==> src/rtl/mem_arb_pkg.sv <==
// Shared encodings for the data-memory port arbiter: requester select,
// priority state and the byte-to-word address shift.
package mem_arb_pkg;

   typedef enum logic {
      PORT_CPU = 1'b0,
      PORT_HST = 1'b1
   } port_e;

   typedef enum logic {
      PRI_CPU = 1'b0,
      PRI_HST = 1'b1
   } pri_e;

   // One memory word is 8 bytes, so byte address >> 3 gives the word address.
   localparam int WORD_SHIFT = 3;

endpackage

==> src/rtl/arb_pri_fsm.sv <==
// Priority FSM for the memory port arbiter. Counts consecutive stalled
// host-request cycles and hands priority to the host once the count reaches
// MAX_WAIT; priority returns to the CPU the cycle after the host is granted.
// The current priority is exposed on pri_o.
module arb_pri_fsm
   import mem_arb_pkg::*;
#(
   parameter int MAX_WAIT = 4
) (
   input  logic clk,
   input  logic rst,
   input  logic hst_req_i,
   input  logic hst_gnt_i,
   output pri_e pri_o
);

   localparam int                WCNT_W   = $clog2(MAX_WAIT + 1);
   localparam logic [WCNT_W-1:0] WAIT_MAX = WCNT_W'(MAX_WAIT);

   pri_e              pri_q, pri_d;
   logic [WCNT_W-1:0] wait_cnt_q, wait_cnt_d;

   // State and wait counter registers.
   always_ff @(posedge clk) begin
      if (rst) begin
         pri_q      <= PRI_CPU;
         wait_cnt_q <= '0;
      end else begin
         pri_q      <= pri_d;
         wait_cnt_q <= wait_cnt_d;
      end
   end

   // Next wait count (saturating) and next priority; the switch to host
   // priority uses the updated count so the host wins on the very next cycle.
   always_comb begin
      wait_cnt_d = wait_cnt_q;
      pri_d      = pri_q;
      if (hst_gnt_i) begin
         wait_cnt_d = '0;
      end else if (hst_req_i && (wait_cnt_q != WAIT_MAX)) begin
         wait_cnt_d = wait_cnt_q + WCNT_W'(1);
      end
      case (pri_q)
         PRI_CPU: if (wait_cnt_d == WAIT_MAX) pri_d = PRI_HST;
         PRI_HST: if (hst_gnt_i)              pri_d = PRI_CPU;
         default: pri_d = PRI_CPU;
      endcase
   end

   assign pri_o = pri_q;

endmodule

==> src/rtl/mem_port_arbiter.sv <==
// Arbiter sharing one single-ported, 1-cycle-latency data memory between the
// CPU load/store path and the host/DMA path.
// Handshake: a requester raises req with wren/ain/din and holds them stable
// until it sees gnt in the same cycle; a granted read returns one cycle later
// as a single-cycle rvalid pulse with dout on the issuing port only.
// Optional build macro ARB_STATS_EN adds CPU-stall and host-grant counters;
// without it the stat ports are tied to 0.
module mem_port_arbiter
   import mem_arb_pkg::*;
#(
   parameter int ADDR_W   = 64,
   parameter int DATA_W   = 64,
   parameter int MAX_WAIT = 4
) (
   input  logic              clk,
   input  logic              rst,
   input  logic              cpu_req,
   input  logic              cpu_wren,
   input  logic [ADDR_W-1:0] cpu_ain,
   input  logic [DATA_W-1:0] cpu_din,
   output logic              cpu_gnt,
   output logic              cpu_rvalid,
   output logic [DATA_W-1:0] cpu_dout,
   input  logic              hst_req,
   input  logic              hst_wren,
   input  logic [ADDR_W-1:0] hst_ain,
   input  logic [DATA_W-1:0] hst_din,
   output logic              hst_gnt,
   output logic              hst_rvalid,
   output logic [DATA_W-1:0] hst_dout,
   output logic [ADDR_W-1:0] mem_ain,
   output logic [DATA_W-1:0] mem_din,
   output logic              mem_wren,
   input  logic [DATA_W-1:0] mem_dout,
   output logic [31:0]       stat_cpu_stall,
   output logic [31:0]       stat_hst_gnt
);

   pri_e  pri;
   logic  rd_pend_q, rd_pend_d;
   port_e rd_owner_q, rd_owner_d;

   arb_pri_fsm #(.MAX_WAIT(MAX_WAIT)) u_pri_fsm (
      .clk       (clk),
      .rst       (rst),
      .hst_req_i (hst_req),
      .hst_gnt_i (hst_gnt),
      .pri_o     (pri)
   );

   // Same-cycle grant: the prioritised port wins a conflict.
   always_comb begin
      cpu_gnt = 1'b0;
      hst_gnt = 1'b0;
      if (pri == PRI_CPU) begin
         cpu_gnt = cpu_req;
         hst_gnt = hst_req & ~cpu_req;
      end else begin
         hst_gnt = hst_req;
         cpu_gnt = cpu_req & ~hst_req;
      end
   end

   // Steer the granted port onto the memory; idle bus is all zeros.
   always_comb begin
      mem_ain  = '0;
      mem_din  = '0;
      mem_wren = 1'b0;
      if (cpu_gnt) begin
         mem_ain  = cpu_ain >> WORD_SHIFT;
         mem_din  = cpu_din;
         mem_wren = cpu_wren;
      end else if (hst_gnt) begin
         mem_ain  = hst_ain >> WORD_SHIFT;
         mem_din  = hst_din;
         mem_wren = hst_wren;
      end
   end

   // Remember whether a read was issued this cycle and by whom.
   always_comb begin
      rd_pend_d  = (cpu_gnt & ~cpu_wren) | (hst_gnt & ~hst_wren);
      rd_owner_d = rd_owner_q;
      if (cpu_gnt && !cpu_wren) begin
         rd_owner_d = PORT_CPU;
      end else if (hst_gnt && !hst_wren) begin
         rd_owner_d = PORT_HST;
      end
   end

   // Read-return tracking registers.
   always_ff @(posedge clk) begin
      if (rst) begin
         rd_pend_q  <= 1'b0;
         rd_owner_q <= PORT_CPU;
      end else begin
         rd_pend_q  <= rd_pend_d;
         rd_owner_q <= rd_owner_d;
      end
   end

   // Return data to the owner only; rst suppresses a return already in flight
   // so a read interrupted by reset never shows up.
   always_comb begin
      cpu_rvalid = rd_pend_q & ~rst & (rd_owner_q == PORT_CPU);
      hst_rvalid = rd_pend_q & ~rst & (rd_owner_q == PORT_HST);
      cpu_dout   = cpu_rvalid ? mem_dout : '0;
      hst_dout   = hst_rvalid ? mem_dout : '0;
   end

`ifdef ARB_STATS_EN
   logic [31:0] stall_cnt_q, hgnt_cnt_q;

   // Wrapping counters of CPU stall cycles and host grants.
   always_ff @(posedge clk) begin
      if (rst) begin
         stall_cnt_q <= '0;
         hgnt_cnt_q  <= '0;
      end else begin
         if (cpu_req && !cpu_gnt) stall_cnt_q <= stall_cnt_q + 32'd1;
         if (hst_gnt)             hgnt_cnt_q  <= hgnt_cnt_q + 32'd1;
      end
   end

   assign stat_cpu_stall = stall_cnt_q;
   assign stat_hst_gnt   = hgnt_cnt_q;
`else
   assign stat_cpu_stall = '0;
   assign stat_hst_gnt   = '0;
`endif

endmodule

==> config.mk <==
export PLATFORM = sky130hd
export DESIGN_NAME = mem_port_arbiter
export DESIGN_NICKNAME = d
export VERILOG_FILES = /design/src/rtl/mem_arb_pkg.sv /design/src/rtl/arb_pri_fsm.sv /design/src/rtl/mem_port_arbiter.sv
export SDC_FILE = /design/constraint.sdc
export NUM_CORES = 1
export LEC_CHECK = 0
export BUFFER_PORTS_ARGS = -buffer_cell sky130_fd_sc_hd__buf_4
export CORE_AREA = 3 3 251 253
export CTS_CLUSTER_DIAMETER = 200
export DETAILED_ROUTE_END_ITERATION = 12
export DIE_AREA = 0 0 254 256
export PLACE_DENSITY = 0.32
export SLEW_MARGIN = 20
export SYNTH_ARGS = -nofsm -noshare
export SYNTH_HDL_FRONTEND = slang
export SYNTH_SLANG_ARGS = --single-unit
==> constraint.sdc <==
create_clock -name clk -period 1.45 [get_ports clk]
set_clock_uncertainty 0.1 [all_clocks]
set_input_delay 0.0725 -clock clk [delete_from_list [all_inputs] [get_ports clk]]
set_output_delay 0.0725 -clock clk [all_outputs]
set_load 0.01 [all_outputs]
==> results_dict.tcl, run 1 <==
set metrics [dict create \
    status "finished with violations" \
    violations "negative setup slack" \
    cap_violations 0 \
    fin_nets 1339 \
    vdd.ir_drop.worst_uv 207 \
    hold_buffers 0 \
    routed_wl_mm 27.5 \
    final_cell_mix "buf_4, buf_6, a22o_1" \
    synth_edf_count 0 \
    dp_slack_ps -84.2 \
    synth_ff_type "dfxtp_1" \
    worst-setup-path-type "flip-flop to output port" \
    synth.area.top_cells "a22o_1, and2_1, buf_4" \
    crit_chain "nand2b_4 > and2_4 > buf_12 > clkbuf_16 > a22o_1 > buf_6" \
    ys_ff_latch 6 \
    antenna_found_initial 0 \
    cp.required_ps 1280 \
    start_util_pct 4.96 \
    synth-seq-area-share_pct 3.95 \
    fin_tns_setup_ps -54580 \
    die-area_mm2 0.0650 \
    hold_violations 0 \
    rsz0062_at_grt "yes" \
    clk_pin_slew_ps 40 \
    io_buffers 577 \
    ios 651 \
    dp_hpwl_mm 22.2 \
    start_kind "flip-flop" \
    ctsRootBufferMaster "clkbuf_16" \
    critPathTopFamily "buffers and inverters" \
    layoutNonFillerInstCount 1799 \
    setup_viol 258 \
    synth_largest_area_cell "a22o_1" \
    clock_sinks 6 \
    fp.dieW_um 254 \
    n_antenna_cell 0 \
    critical_path_buf_inv_count 3 \
    synth_top_area_share_pct 36.3 \
    cts_tree "done" \
    slowest_stage "dfxtp_2" \
    via_count 5395 \
    grt_pass1_wl_mm 33.2 \
    total_power_uw 2980 \
    final_max_slew_viol_count 0 \
    grt_max_degree 36 \
    core_mm2 0.0613 \
    cp_slowest_stage_delay_ps 320 \
    fin_crit_sh_pct 121 \
    crit_arrival_ps 1580 \
    clock_path_buffers 2 \
    ys_async_sr_fraction_pct 0 \
    firstDrtPassIters 4 \
    die_h_um 256 \
    max_freq_mhz 569 \
    num-fill-cells 6994 \
    period_needed_ps 1760 \
    synthesis.instances 404 \
    insertion_delay_ps 230 \
    routed_via_density 3.00 \
    postRouteAntennaNets 0 \
    syn_area_mm2 0.00304 \
    area_growth_pct 218 \
    wl_per_cell_um 15.3 \
    h-tree-depth 1 \
    crit_fanout 19 \
    worstSetupEndpointType "output port" \
    grt_overflow 0 \
    drc 0 \
    min_path_type "input port to flip-flop" \
    synth_cell_types 26 \
    drive_gt1_share_pct 74.1 \
    globalplace.congestion 0.780 \
    first_global_vias 5220 \
    cts_buffers 3 \
    setup_ws_ps -306 \
    synth_warnings 0 \
    powerDensity_mw_per_mm2 308 \
    final_common_cell "buf_4" \
    dr.first_iter.drc_count 150 \
    track_usage_pct 6.92 \
    total_leakage_power_uw 0.00493 \
    dp.cells 1773 \
    rows 91 \
    syn_area_per_cell_um2 7.52 \
]
[final timing paths]
kind / startpoint / endpoint / slack [ps] / cells after the start
worst max-delay path: u_pri_fsm.pri_o / mem_din[44] / -310 / 6
worst max register to register: u_pri_fsm.pri_o / u_pri_fsm.pri_o / -60 / 5
worst min-delay path: rst / rd_pend_q / 20 / 2
worst min register to register: rd_owner_q / rd_owner_q / 450 / 2
[stage by stage]
| stage | util (%) | hold slack, ps | instance area [um2] |
|---|---|---|---|
| 2_1_floorplan | - | 153 | 3290 |
| 3_3_place_gp | 13.6 | 258 | 8330 |
| 3_5_place_dp | 13.6 | 259 | 8330 |
| 4_1_cts | 14.1 | 24.1 | 8620 |
| 5_1_grt | 15.8 | 30.0 | 9680 |
| 6_report | 15.8 | 22.3 | 9680 |
[cells in the mapped netlist, types with 2 or more instances]
cell	count
and2_1	128
a21oi_1	3
nand2_1	4
clkbuf_1	14
buf_2	8
ha_1	2
a22o_1	126
buf_4	68
clkbuf_2	7
dfxtp_1	6
buf_6	14
inv_1	4
nor2_1	7
[metal layers]
| layer | part of all wire (%) | track usage [%] | vias up |
|---|---|---|---|
| li1 | - | - | 2526 |
| met1 | 34 | 6.74 | 2491 |
| met2 | 55 | 13.8 | 360 |
| met3 | 9.1 | 2.19 | 18 |
| met4 | 1.8 | 1.82 | 0 |
| met5 | 0 | 0 | - |
[sequential cells by signal, indices dropped and copies added (netlist names)]
name / flops
rd_owner_q: 1
rd_pend_q: 1
u_pri_fsm.pri_o: 1
u_pri_fsm.wait_cnt_q: 3
[cells by family (layout without fill, tap and decap cells)]
logic type	count (synthesis)	count (layout)	share of synthesized area, %
flip-flops	6	6	3.95
buffers and inverters	116	655	26.8
adder cells (fa/ha/maj)	2	2	0.824
AO/OA/AOI/OAI	135	135	39.1
AND/OR/NAND/NOR	144	144	29.2
other	1	67	0.123
[report_power, final]
group / leakage (uW) / switching [uW] / internal (uW) / total [uW]
Combinational: 0.00485 / 941 / 1410 / 2350
Clock: 0.0000370 / 96.2 / 354 / 451
Sequential: 0.0000506 / 4.74 / 172 / 177
[what timing repair did]
item,CTS,global route
pin swaps,6,95
resized for setup,56,205
setup buffers,1,6
setup endpoints to repair,244,245
cloned,1,15
[cell type report]
type / instances / area, um2 / share of cell area, %
Sequential cell: 6 / 126 / 1.31
Timing Repair Buffer: 646 / 5850 / 60.5
Inverter: 5 / 26.3 / 0.272
Clock buffer: 3 / 75.1 / 0.776
Timing Repair inverter: 1 / 11.3 / 0.116
Multi-Input combinational cell: 348 / 2600 / 26.8
Tap cell: 790 / 988 / 10.2
No activity file was read; power rests on OpenSTA's default activity.
==> inputs of run 2 (changes only) <==
--- a/config.mk
+++ b/config.mk
@@ -8,9 +8,11 @@
 export BUFFER_PORTS_ARGS = -buffer_cell sky130_fd_sc_hd__buf_4
 export CORE_AREA = 3 3 251 253
 export CTS_CLUSTER_DIAMETER = 200
+export CTS_CLUSTER_SIZE = 8
 export DETAILED_ROUTE_END_ITERATION = 12
 export DIE_AREA = 0 0 254 256
 export PLACE_DENSITY = 0.32
+export REMOVE_ABC_BUFFERS = 1
 export SLEW_MARGIN = 20
 export SYNTH_ARGS = -nofsm -noshare
 export SYNTH_HDL_FRONTEND = slang
==> run 2 against run 1 <==
The flow still finishes with violations (negative setup slack); die area did not move; global-route usage rose by 6.3 points; cell area rose by 11%; via count rose by 4.5%; sequential power barely moved; fmax fell by 3.5%; critical path type unchanged.
==> results_dict.tcl, run 2 (synthesized netlist as in run 1, its figures left out) <==
set metrics [dict create \
    status "finished with violations" \
    violations "negative setup slack" \
    placed_area_mm2 0.00816 \
    period_needed_ps 1820 \
    final_common_cell "buf_4" \
    worst-setup-path-type "flip-flop to output port" \
    firstDrtPassIters 4 \
    crit_fanout 7 \
    design_area_mm2 0.0107 \
    clock_path_buffers 2 \
    crit_chain "nand2b_4 > and2_4 > buf_12 > buf_6 > buf_6 > a22o_1 > buf_6" \
    drive_gt1_share_pct 80.7 \
    worstSetupEndpointType "output port" \
    grt_overflow 0 \
    num-fill-cells 6950 \
    vdd.ir_drop.worst_uv 288 \
    path_common_cell "buf_6" \
    critical_path_buf_inv_count 4 \
    clock_sinks 6 \
    multi_input_area_mm2 0.00287 \
    post-route-util_pct 17.5 \
    total_leakage_power_uw 0.00531 \
    die_h_um 256 \
    register_area_um2 128 \
    cp.required_ps 1280 \
    start_kind "flip-flop" \
    ctsRootBufferMaster "clkbuf_16" \
    io_buffers 577 \
    cts_buffers 3 \
    start_util_pct 4.96 \
    fp.dieW_um 254 \
    clk_pin_slew_ps 30 \
    dr.first_iter.drc_count 141 \
    ios 651 \
    final_max_slew_viol_count 0 \
    slowest_stage "dfxtp_2" \
    antenna_found_initial 16 \
    min_path_type "input port to flip-flop" \
    routed_wl_mm 46.0 \
    core_mm2 0.0613 \
    first_global_vias 6062 \
    fin_crit_sh_pct 125 \
    postRouteAntennaNets 0 \
    grt_pass1_wl_mm 57.9 \
    insertion_delay_ps 230 \
    largest_reg_flops 3 \
    crit_arrival_ps 1650 \
    max_freq_mhz 550 \
    globalplace.congestion 0.810 \
    powerDensity_mw_per_mm2 330 \
    final_cell_mix "buf_4, buf_6, and2_4" \
    wl_per_cell_um 25.4 \
    dp_hpwl_mm 38.1 \
    hold_violations 0 \
    critPathTopFamily "buffers and inverters" \
    cp_slowest_stage_delay_ps 320 \
    setup_viol 259 \
    die-area_mm2 0.0650 \
    grt_max_degree 42 \
    track_usage_pct 13.3 \
    rsz0062_at_grt "yes" \
    routed_via_density 3.11 \
    via_count 5638 \
    setup_ws_ps -369 \
    area_growth_pct 252 \
    top_register "u_pri_fsm.wait_cnt_q" \
    cap_violations 0 \
    fin_tns_setup_ps -62400 \
    h-tree-depth 1 \
    total_power_uw 3530 \
    drc 0 \
    fin_nets 1351 \
    cts_tree "done" \
    rows 91 \
]
run 2: cell types whose count changed in the layout (fill, tap and decap cells not counted), moves of 11 or more:
cell    change
a22o_1     -19
buf_4      -93
buf_16     +23
buf_8      +11
and2_1     -41
buf_6      +85
and2_4     +41
a22o_4     +19
run 2: path summary, 6_finish.rpt:
check | startpoint | end | slack [ps] | cells after the start
min | cpu_wren | rd_pend_q | 40 | 3
max | u_pri_fsm.pri_o | mem_din[39] | -370 | 7
max reg2reg | u_pri_fsm.pri_o | u_pri_fsm.pri_o | -180 | 7
min reg2reg | u_pri_fsm.wait_cnt_q[2] | u_pri_fsm.wait_cnt_q[2] | 460 | 1
run 2: through the flow:
step	setup WS [ps]	hold WS, ps	cells
after detailed placement	-424	307	1757
final	-369	42.4	1813
after global placement	-408	292	1757
after CTS	-380	48.6	1810
after global routing	-423	59.0	1812
after floorplan	-1830	44.9	359
run 2: layout make-up:
class                   instances  share of cell area, %
inverters                       5                  0.222
clock buffers                   3                  0.702
repair buffers                659                   61.7
diodes                          2                 0.0468
well taps                     790                   9.25
flip-flops and latches          6                   1.19
multi-input cells             348                   26.9
run 2: power by group:
part / internal (uW) / switching [uW]
logic: 1610 / 1300
clock network: 354 / 90.9
registers: 172 / 3.95
run 2: timing repair:
item | 4_1_cts | 5_1_grt
setup buffers | 28 | 8
hold buffers | 0 | 0
gates resized for setup | 375 | 95
endpoints found under the setup margin | 254 | 263
cloned | 24 | 1
pin swaps | 165 | 48
run 2: metal layers:
layer / GRT usage [%] / wire length, um
met5: 0 / 52
met4: 2.37 / 841
met3: 5.32 / 5050
met2: 24.0 / 22900
met1: 14.6 / 17200
run 2: worst reg2reg max path: stages (launching register included):
cell	delay (ps)
dfxtp_2	320
nand2b_4	130
and2_4	170
buf_16	180
buf_8	140
buf_6	120
a2111oi_4	210
a32o_1	200
==> inputs of run 3 (changes only) <==
--- a/config.mk
+++ b/config.mk
@@ -11,6 +11,7 @@
 export CTS_CLUSTER_SIZE = 8
 export DETAILED_ROUTE_END_ITERATION = 12
 export DIE_AREA = 0 0 254 256
+export HOLD_SLACK_MARGIN = 0.15
 export PLACE_DENSITY = 0.32
 export REMOVE_ABC_BUFFERS = 1
 export SLEW_MARGIN = 20
==> run 3 against run 2 <==
The flow still finishes with violations (negative setup slack); first-iteration DRC count rose by 23%; routed wire length barely moved; non-clock buffer count increased by 3; core utilization about the same; worst hold slack better by 200 ps; global-route usage is essentially flat; setup slack got worse by 1.5 ps; flip-flop and latch count unchanged.
==> results_dict.tcl, run 3 (synthesized netlist as in run 1, its figures left out) <==
set metrics [dict create \
    status "finished with violations" \
    violations "negative setup slack" \
    routed_wl_mm 46.0 \
    area_growth_pct 253 \
    routed_via_density 3.12 \
    min_from "hst_req" \
    track_usage_pct 13.3 \
    regToRegEndpoint "u_pri_fsm.pri_o" \
    min_path_type "input port to flip-flop" \
    globalplace.congestion 0.810 \
    regToRegSetupSlack_ps -180 \
    top_register "u_pri_fsm.wait_cnt_q" \
    total_leakage_power_uw 0.00532 \
    max_freq_mhz 549 \
    crit_arrival_ps 1650 \
    ctsRootBufferMaster "clkbuf_16" \
    core_mm2 0.0613 \
    vdd.ir_drop.worst_uv 288 \
    postRouteAntennaNets 0 \
    crit_chain "nand2b_4 > and2_4 > buf_12 > buf_6 > buf_6 > a22o_1 > buf_6" \
    num-fill-cells 6948 \
    placed_area_mm2 0.00816 \
    dp_slack_ps -424 \
    setup_ws_ps -371 \
    rsz0062_at_grt "yes" \
    cts_buffers 3 \
    antenna_found_initial 15 \
    path_common_cell "buf_6" \
    first_global_vias 6076 \
    grt_overflow 0 \
    final_max_slew_viol_count 0 \
    fin_crit_sh_pct 126 \
    design_area_mm2 0.0107 \
    clock_sinks 6 \
    r2r-start "u_pri_fsm.pri_o" \
    fin_nets 1354 \
    grt_pass1_wl_mm 58.0 \
    drive_gt1_share_pct 80.5 \
    powerDensity_mw_per_mm2 330 \
    final_common_cell "buf_4" \
    whs_endpoint "u_pri_fsm.wait_cnt_q[0]" \
    die_h_um 256 \
    cap_violations 0 \
    cp.required_ps 1280 \
    via_count 5671 \
    h-tree-depth 1 \
    cts_tree "done" \
    fin_tns_setup_ps -63240 \
    firstDrtPassIters 4 \
    worstSetupEndpointType "output port" \
    start_kind "flip-flop" \
    slowest_stage "dfxtp_2" \
    worst-setup-path-type "flip-flop to output port" \
    ios 651 \
    io_buffers 577 \
    clk_pin_slew_ps 30 \
    die-area_mm2 0.0650 \
    crit_fanout 7 \
    rows 91 \
    fp.dieW_um 254 \
    insertion_delay_ps 230 \
    setup_viol 259 \
    hold_depth 4 \
    holdWs_ps 239 \
    period_needed_ps 1820 \
    drc 0 \
    clock_path_buffers 2 \
    dp_hpwl_mm 38.1 \
    r2r_cells 7 \
    largest_reg_flops 3 \
    hold_violations 0 \
    dr.first_iter.drc_count 174 \
    wl_per_cell_um 25.3 \
    start_util_pct 4.96 \
    grt_max_degree 42 \
    final_cell_mix "buf_4, buf_6, and2_4" \
    cp_slowest_stage_delay_ps 320 \
]
[run 3: changes by cell type in the layout (fill, tap and decap cells not counted), sizes merged]
cell         previous run  this run
dlygate4sd3             0         3
[run 3: worst max-delay path by stage]
| stage | startpoint | end | cells past startpoint | slack, ps |
|---|---|---|---|---|
| after floorplan | rd_owner_q | cpu_dout[0] | 2 | -1830 |
| after global placement | u_pri_fsm.pri_o | mem_ain[22] | 5 | -410 |
| after detailed placement | u_pri_fsm.pri_o | mem_ain[22] | 5 | -420 |
| after CTS | u_pri_fsm.pri_o | mem_din[39] | 7 | -380 |
| after global routing | u_pri_fsm.pri_o | mem_ain[36] | 6 | -420 |
| final | u_pri_fsm.pri_o | mem_din[39] | 7 | -370 |
[run 3: per-stage QoR]
step / util [%] / power, uW / cells
floorplan: - / 836 / 359
global placement: 13.3 / 2550 / 1757
detailed placement: 13.3 / 2550 / 1757
CTS: 17.1 / 3560 / 1813
global route: 17.5 / 3730 / 1815
finish: 17.5 / 3540 / 1816
[run 3: repair_timing]
action | in CTS | in global routing
hold buffers | 3 | 0
setup buffers | 28 | 8
pin swaps | 165 | 48
gates resized for setup | 375 | 95
setup endpoints to repair | 254 | 263
gates cloned | 24 | 1
hold endpoints to repair | 5 | 0
[run 3: routing by layer]
metal / global-route usage (%) / share of wire (%)
met3: 5.17 / 11
met1: 14.7 / 37
met4: 2.37 / 2.1
met2: 24.0 / 50
met5: 0 / 0.083
[run 3: area by class of cell]
type / count / area [um2] / share of cell area (%)
flip-flops and latches: 6 / 128 / 1.19
inverters: 5 / 23.8 / 0.222
repair buffers: 662 / 6630 / 61.8
multi-input cells: 348 / 2870 / 26.8
well taps: 790 / 988 / 9.22
clock buffers: 3 / 75.1 / 0.700
diodes: 2 / 5.00 / 0.0467
[run 3: worst max-delay path, delay by kind of cell, from the launching register on]
family / cells / cell delay, ps
AO/OA/AOI/OAI: 1 / 230
buffers and inverters: 4 / 540
AND/OR/NAND/NOR: 2 / 300
flip-flops: 1 / 320
[run 3: report_power, final]
part	total [uW]	switching, uW	internal [uW]	leakage, uW
clock	446	91.9	354	0.0000370
combinational	2920	1300	1620	0.00524
sequential	176	3.94	172	0.0000510
total	3540	1390	2140	0.00532
